$ cat src/rtl/m6502_alu_seq.sv
`default_nettype none
// ============================================================================
//  Module   : m6502_alu_seq
//  Purpose  : Sequences one ALU operation with optional memory read-operand
//             fetch and read-modify-write back, pulsing an external ALU.
//  Revision : 1.0
// ============================================================================
module m6502_alu_seq (
    input  logic        clk,
    input  logic        reset,
    input  logic        start,
    input  logic [3:0]  req_op,
    input  logic [7:0]  req_a,
    input  logic [7:0]  req_imm,
    input  logic [1:0]  req_mode,
    input  logic [15:0] req_addr,
    output logic [15:0] mem_addr,
    output logic        mem_rd,
    output logic        mem_wr,
    output logic [7:0]  mem_wdata,
    input  logic [7:0]  mem_rdata,
    input  logic        mem_ready,
    output logic [3:0]  alu_op,
    output logic [7:0]  alu_a,
    output logic [7:0]  alu_b,
    output logic        alu_proceed,
    input  logic [7:0]  alu_out,
    output logic        busy,
    output logic        done,
    output logic [7:0]  result
);

    localparam logic [2:0] c_ST_IDLE  = 3'd0;
    localparam logic [2:0] c_ST_READ  = 3'd1;
    localparam logic [2:0] c_ST_EXEC  = 3'd2;
    localparam logic [2:0] c_ST_WAIT  = 3'd3;
    localparam logic [2:0] c_ST_WRITE = 3'd4;
    localparam logic [2:0] c_ST_DONE  = 3'd5;

    localparam logic [1:0] c_MODE_MEM = 2'd1;
    localparam logic [1:0] c_MODE_RMW = 2'd2;

    logic [2:0]  r_state;
    logic [3:0]  r_op;
    logic [7:0]  r_a;
    logic [7:0]  r_imm;
    logic [1:0]  r_mode;
    logic [15:0] r_addr;

    logic [15:0] r_mem_addr;
    logic        r_mem_rd;
    logic        r_mem_wr;
    logic [7:0]  r_mem_wdata;
    logic [3:0]  r_alu_op;
    logic [7:0]  r_alu_a;
    logic [7:0]  r_alu_b;
    logic        r_alu_proceed;
    logic        r_busy;
    logic        r_done;
    logic [7:0]  r_result;

    logic        w_req_is_mem;

    assign w_req_is_mem = (req_mode == c_MODE_MEM) || (req_mode == c_MODE_RMW);

    // DONE doubles as an accepting state so a new request can follow with no idle gap.
    always_ff @(posedge clk or posedge reset) begin
        if (reset) begin
            r_state       <= c_ST_IDLE;
            r_op          <= 4'd0;
            r_a           <= 8'd0;
            r_imm         <= 8'd0;
            r_mode        <= 2'd0;
            r_addr        <= 16'd0;
            r_mem_addr    <= 16'd0;
            r_mem_rd      <= 1'b0;
            r_mem_wr      <= 1'b0;
            r_mem_wdata   <= 8'd0;
            r_alu_op      <= 4'd0;
            r_alu_a       <= 8'd0;
            r_alu_b       <= 8'd0;
            r_alu_proceed <= 1'b0;
            r_busy        <= 1'b0;
            r_done        <= 1'b0;
            r_result      <= 8'd0;
        end else begin
            case (r_state)
                c_ST_IDLE, c_ST_DONE: begin
                    r_done <= 1'b0;
                    if (start) begin
                        r_op   <= req_op;
                        r_a    <= req_a;
                        r_imm  <= req_imm;
                        r_mode <= req_mode;
                        r_addr <= req_addr;
                        r_busy <= 1'b1;
                        if (w_req_is_mem) begin
                            r_state    <= c_ST_READ;
                            r_mem_rd   <= 1'b1;
                            r_mem_addr <= req_addr;
                        end else begin
                            r_state       <= c_ST_EXEC;
                            r_alu_op      <= req_op;
                            r_alu_a       <= req_a;
                            r_alu_b       <= req_imm;
                            r_alu_proceed <= 1'b1;
                        end
                    end else begin
                        r_state <= c_ST_IDLE;
                    end
                end

                c_ST_READ: begin
                    if (mem_ready) begin
                        r_mem_rd      <= 1'b0;
                        r_alu_op      <= r_op;
                        r_alu_proceed <= 1'b1;
                        r_state       <= c_ST_EXEC;
                        if (r_mode == c_MODE_RMW) begin
                            r_alu_a <= mem_rdata;
                            r_alu_b <= r_imm;
                        end else begin
                            r_alu_a <= r_a;
                            r_alu_b <= mem_rdata;
                        end
                    end
                end

                c_ST_EXEC: begin
                    r_alu_proceed <= 1'b0;
                    r_state       <= c_ST_WAIT;
                end

                c_ST_WAIT: begin
                    r_result <= alu_out;
                    if (r_mode == c_MODE_RMW) begin
                        r_state     <= c_ST_WRITE;
                        r_mem_wr    <= 1'b1;
                        r_mem_addr  <= r_addr;
                        r_mem_wdata <= alu_out;
                    end else begin
                        r_state <= c_ST_DONE;
                        r_busy  <= 1'b0;
                        r_done  <= 1'b1;
                    end
                end

                c_ST_WRITE: begin
                    if (mem_ready) begin
                        r_mem_wr <= 1'b0;
                        r_state  <= c_ST_DONE;
                        r_busy   <= 1'b0;
                        r_done   <= 1'b1;
                    end
                end

                default: begin
                    r_state       <= c_ST_IDLE;
                    r_mem_rd      <= 1'b0;
                    r_mem_wr      <= 1'b0;
                    r_alu_proceed <= 1'b0;
                    r_busy        <= 1'b0;
                    r_done        <= 1'b0;
                end
            endcase
        end
    end

    assign mem_addr    = r_mem_addr;
    assign mem_rd      = r_mem_rd;
    assign mem_wr      = r_mem_wr;
    assign mem_wdata   = r_mem_wdata;
    assign alu_op      = r_alu_op;
    assign alu_a       = r_alu_a;
    assign alu_b       = r_alu_b;
    assign alu_proceed = r_alu_proceed;
    assign busy        = r_busy;
    assign done        = r_done;
    assign result      = r_result;

endmodule
`default_nettype wire

$ cat config.mk
export PLATFORM = sky130hd
export DESIGN_NAME = m6502_alu_seq
export DESIGN_NICKNAME = d
export VERILOG_FILES = /design/src/rtl/m6502_alu_seq.sv
export SDC_FILE = /design/constraint.sdc
export NUM_CORES = 1
export LEC_CHECK = 0
export CORE_UTILIZATION = 48
export CTS_CLUSTER_SIZE = 12
export DETAILED_ROUTE_END_ITERATION = 10
export PLACE_DENSITY = 0.79
export SLEW_MARGIN = 40
export SYNTH_ARGS = -nofsm -noshare
export SYNTH_HDL_FRONTEND = slang
export SYNTH_SLANG_ARGS = --single-unit
$ cat constraint.sdc
create_clock -name clk -period 3.6 [get_ports clk]
set_input_delay 0.72 -clock clk [delete_from_list [all_inputs] [get_ports clk]]
set_output_delay 0.72 -clock clk [all_outputs]
set_load 0.05 [all_outputs]
# Word-level counts from Yosys, hierarchy flattened
# Cells that the tools add are included.
classes:
  n_eq_ne: 15
  muxes: 39
  bitwise: 4
  n_reduce_logical: 19
ops:
  columns: ["op", "count"]
  rows:
  - ["$mux W8", 8]
  - ["$mux W16", 3]
  - ["$pmux W16 S2", 1]
  - ["$pmux W8 S2", 2]
  - ["$reduce_and A4 Y1", 5]
  - ["$pmux W3 S5", 1]
  - ["$ne A2 B2 Y1 const B", 7]
  - ["$mux W4", 3]
  - ["$pmux W1 S3", 4]
  - ["$mux W1", 11]
  - ["$mux W3", 3]
  - ["$pmux W4 S2", 1]
  - ["$eq A3 B2 Y1 const B", 2]
  - ["$eq A3 B3 Y1 const B", 2]
  - ["$reduce_and A2 Y1", 3]
  - ["$reduce_and A3 Y1", 2]
  - ["$reduce_or A2 Y1", 3]
  - ["$eq A2 B2 Y1 const B", 2]
  - ["$not A1 Y1", 4]
  - ["$pmux W1 S4", 1]
  - ["$reduce_bool A2 Y1", 2]
  - ["$reduce_or A4 Y1", 1]
  - ["$eq A3 B1 Y1 const B", 1]
  - ["$logic_not A3 Y1", 1]
  - ["other kinds (4)", 4]
totals:
  reg_bits: 98
  inputBits: 58
  out_inout_bits: 57

# Longest topological paths before layout
depth:
  ltp_word: 5
  depth_mapped: 6

# Least setup slack after synthesis
# No wires, ideal clock.
synth_path:
  path_kind: "input to register"
  from: "input port start"
  to: "register r_addr[0]"
  setup_ns: 0.125
  arrival_ns: 1.628
  setup_slack_ns: 1.847
  cell_stages: 5
  path_buffers: 2
  path_cell_list: "and2b_1 > and2_4 > buf_6 > buf_6 > mux2_4"
synth_via:
  elab_chain_len: 1
synth_rtl:
  columns: ["item", "line_no", "rtl"]
  rows:
  - ["start: declaration", "11", "input logic start,"]
  - ["$reduce_and A2 Y1 (no line)", null, null]
  - ["end signal: assignment", "95", "r_addr <= req_addr;"]
  - ["end: declaration", "48", "logic [15:0] r_addr;"]
# No other way between the ends.
# A chain may end at the register's enable or synchronous reset.

# Worst setup path after layout
layout_path:
  from: "input port req_mode[0]"
  to: "register r_mem_addr[11], in the netlist mem_addr[11]"
layout_via:
  elab_chain_len: 4
layout_rtl:
  columns: ["item", "line_no", "rtl"]
  rows:
  - ["start: declaration", "15", "input logic [1:0] req_mode,"]
  - ["$eq A2 B1 Y1 or $eq A2 B2 Y1 (tied branches)", "64", "assign w_req_is_mem = (req_mode == c_MODE_MEM) || (req_mode == c_MODE_RMW);"]
  - ["$logic_or A1 B1 Y1 *", "64", null]
  - ["$ne A2 B2 Y1 (no line) *", null, null]
  - ["$reduce_and A4 Y1 (no line) *", null, null]
  - ["end signal: assignment", "100", "r_mem_addr <= req_addr;"]
  - ["end signal: assignment", "139", "r_mem_addr <= r_addr;"]
  - ["end: declaration", "50", "logic [15:0] r_mem_addr;"]
# Every way passes the cells marked *; elsewhere a longest branch is shown, timed or not.

==> impl_metrics.csv <==
group,metric,value,unit
clocking,clock_latency,0.36,ns
synth,synth.net_count,391,
synth,synth_edf_count,0,
pwr,ir_drop,0.530,mV
clocking,cts_resized,0,
pwr,combinationalPowerShare,55.4,%
placement,pre_cts_slack,0.923,ns
floorplan,start_util,49.4,%
synth,synth_flop_cell,"dfrtp_1",
timing,hold_violations,0,
routing,via_per_inst,5.65,
pwr,swShare,44.4,%
floorplan,coreArea,8720,µm²
placement,port_buffers,114,
global_routing,overflow,0,
pwr,seq_power_share,33.2,%
synth,ys_seq_area_share,56.9,%
global_routing,grt_max_degree,58,
clocking,htreeDepth,3,
global_routing,grt_use_total,21.5,%
synth,yosysWarnings,0,
placement,dp.final_hpwl,6.56,mm
clocking,numCtsBuffers,9,
routing,antenna_left,0,
synth,syn_area_per_cell,12.9,µm²
routing,first_pass_iters,4,
routing,drt_wl_total,9.56,mm
synth,synth_top_area_share,56.9,%
pwr,power.internal,3400,µW
timing,finalCritPeriodShare,64.6,%
floorplan,io_pins,115,
job,maxCapViolCount,0,
routing,vias,3123,
synth,yosysUniqueCellTypes,39,
finish,final_layout_size_suffix_gt1_share,22.0,%
setup_path,rrSetupSlack,1.34,ns
synth,synth_area_leader_cell,"dfrtp_1",
clocking,clk_pin_slew,0.09,ns
finish,nets,498,
finish,multi_input_area,1720,µm²
routing,drc,0,
synth,synth.area.top_cells,"dfrtp_1 57%, mux2_2 8.9%, mux2_4 7.0%",
run_status,status,"completed",
timing,slew_headroom,44.8,%
floorplan,die_area,9360,µm²
finish,final-seq-area,2450,µm²
synth,synth-async-reset-ratio,100,%
timing,setup-tns-final,0,ns
global_routing,grt_pass1_vias,3218,
finish,fill_cells,675,
global_routing,antenna_found_initial,0,
timing,min_period,2.33,ns
finish,utilization,65.4,%
setup_path,setup.worst_path.end_class,"flop",
timing,setup_viol,0,
synth,synthCells,333,
setup_path,worstSetupPathType,"in -> reg",
timing,slew_viol_final,0,
timing,setup_ws,1.27,ns
floorplan,placementRows,34,
clocking,cts_tree,"yes",
synth,yosysMostFrequentCell,"dfrtp_1",
synth,synthesis.area,4310,µm²
timing,rsz0062_at_grt,"no",
synth,yosys-top-cells-count,"98 x dfrtp_1, 36 x nand2_1, 34 x mux2_2",
timing,hold_ws,0.504,ns
placement,place_congestion,0.817,
setup_path,cp-start-kind,"input pin",
pwr,leakage,0.00232,µW
setup_path,cp_max_fo,17,
finish,antennaDiodeCount,0,
finish,area_growth,32.3,%
timing,max_freq,430,MHz
clocking,cts_hold_buf,0,
global_routing,grt_pass1_wl,16.2,mm
pwr,power_density,1070,nW/µm²
setup_path,cp.arrival,2.61,ns
clocking,numClockSinks,98,
timing,finalClockSkew,0.0142,ns
pwr,power_switching,2710,µW
synth,ys_ff_latch,98,
worst_hold_path,hp-class,"reg -> reg",
clocking,clockBufferDepth,2,
clocking,cts_root_buffer,"clkbuf_8",
floorplan,die_w,96.8,µm
pwr,p_clk_share,11.4,%
routing,wl_per_cell,17.3,µm
floorplan,die_h,96.8,µm
clocking,cts_setup_buffers,0,
timing,worst_slew_pin_slew,0.827,ns
routing,first_iter_violations,98,
setup_path,crit_required,3.89,ns
==> per-stage QoR <==
stage	cell area (µm²)	std cells	total power, µW
CTS	5700	553	6150
detailed placement	5510	537	5440
floorplan	4310	333	4450
global route	5700	553	6430
global placement	5510	537	5330
finish	5700	553	6110
==> sequential cells by signal, summed over array words and instances, names as in the netlist, 2 cells and up <==
register / flops
result: 8
alu_a: 8
r_addr: 16
alu_op: 4
alu_b: 8
mem_addr: 16
r_mode: 2
r_op: 4
r_a: 8
r_imm: 8
r_state: 3
mem_wdata: 8
==> path summary, 6_finish.rpt <==
kind	from	end	cells past startpoint
setup / recovery	req_mode[0]	mem_addr[11]	5
setup reg to reg	r_state[0]	mem_addr[11]	4
max in group asynchronous	reset	mem_addr[8]	3
min in group asynchronous	reset	alu_b[6]	2
hold / removal	mem_addr[1]	mem_addr[1]	1
hold reg to reg	mem_addr[1]	mem_addr[1]	1
==> placed cells by master (no fill, tap or decap), types with 3 or more instances in the layout <==
cell / count
nor2_1: 8
dfrtp_1: 98
a31oi_1: 4
nand2_1: 36
o32a_1: 16
mux2_2: 34
clkdlybuf4s50_1: 114
o21a_1: 16
o221a_2: 16
o21ai_0: 4
mux2_4: 20
clkbuf_8: 9
o22ai_1: 4
buf_4: 3
a21oi_1: 6
nand3_1: 19
==> cells by family after synthesis <==
group                     count (synthesis)  share of synthesized area [%]
DFF                                      98                           56.9
and+or+nand+nor                          80                           8.94
AOI/OAI and AO/OA                        73                           14.4
muxes                                    54                           15.8
buffers and inverters                    25                           3.13
xor gates and xnor gates                  3                          0.784
==> final cells by class <==
type,instances,area share [%]
Tap cell,108,2.37
Timing Repair Buffer,118,20.8
Sequential cell,98,43.0
Clock buffer,10,2.24
Clock inverter,6,1.18
Inverter,3,0.241
Multi-Input combinational cell,210,30.2
==> power groups by stage <==
stage	Clock (µW)	Sequential [µW]	Combinational, µW
finish	699	2030	3380
global placement	0	2020	3320
global route	765	2100	3560
CTS	717	2030	3410
floorplan	0	3060	1390
detailed placement	0	2040	3400
==> worst max-delay path: stages <==
cell             delay, ns
clkdlybuf4s50_1       0.54
xor2_1                0.35
nand3_2               0.38
o21ai_2               0.43
o21a_1                0.19
==> layer usage <==
layer  track usage [%]  vias up  part of all wire (%)
li1                  -     1439                     -
met1              30.3     1564                    46
met2              33.8      108                    48
met3              4.26       12                   4.8
met4              6.31        0                   1.2
met5                 0        -                     0
Power figures use the tool's default switching activity.
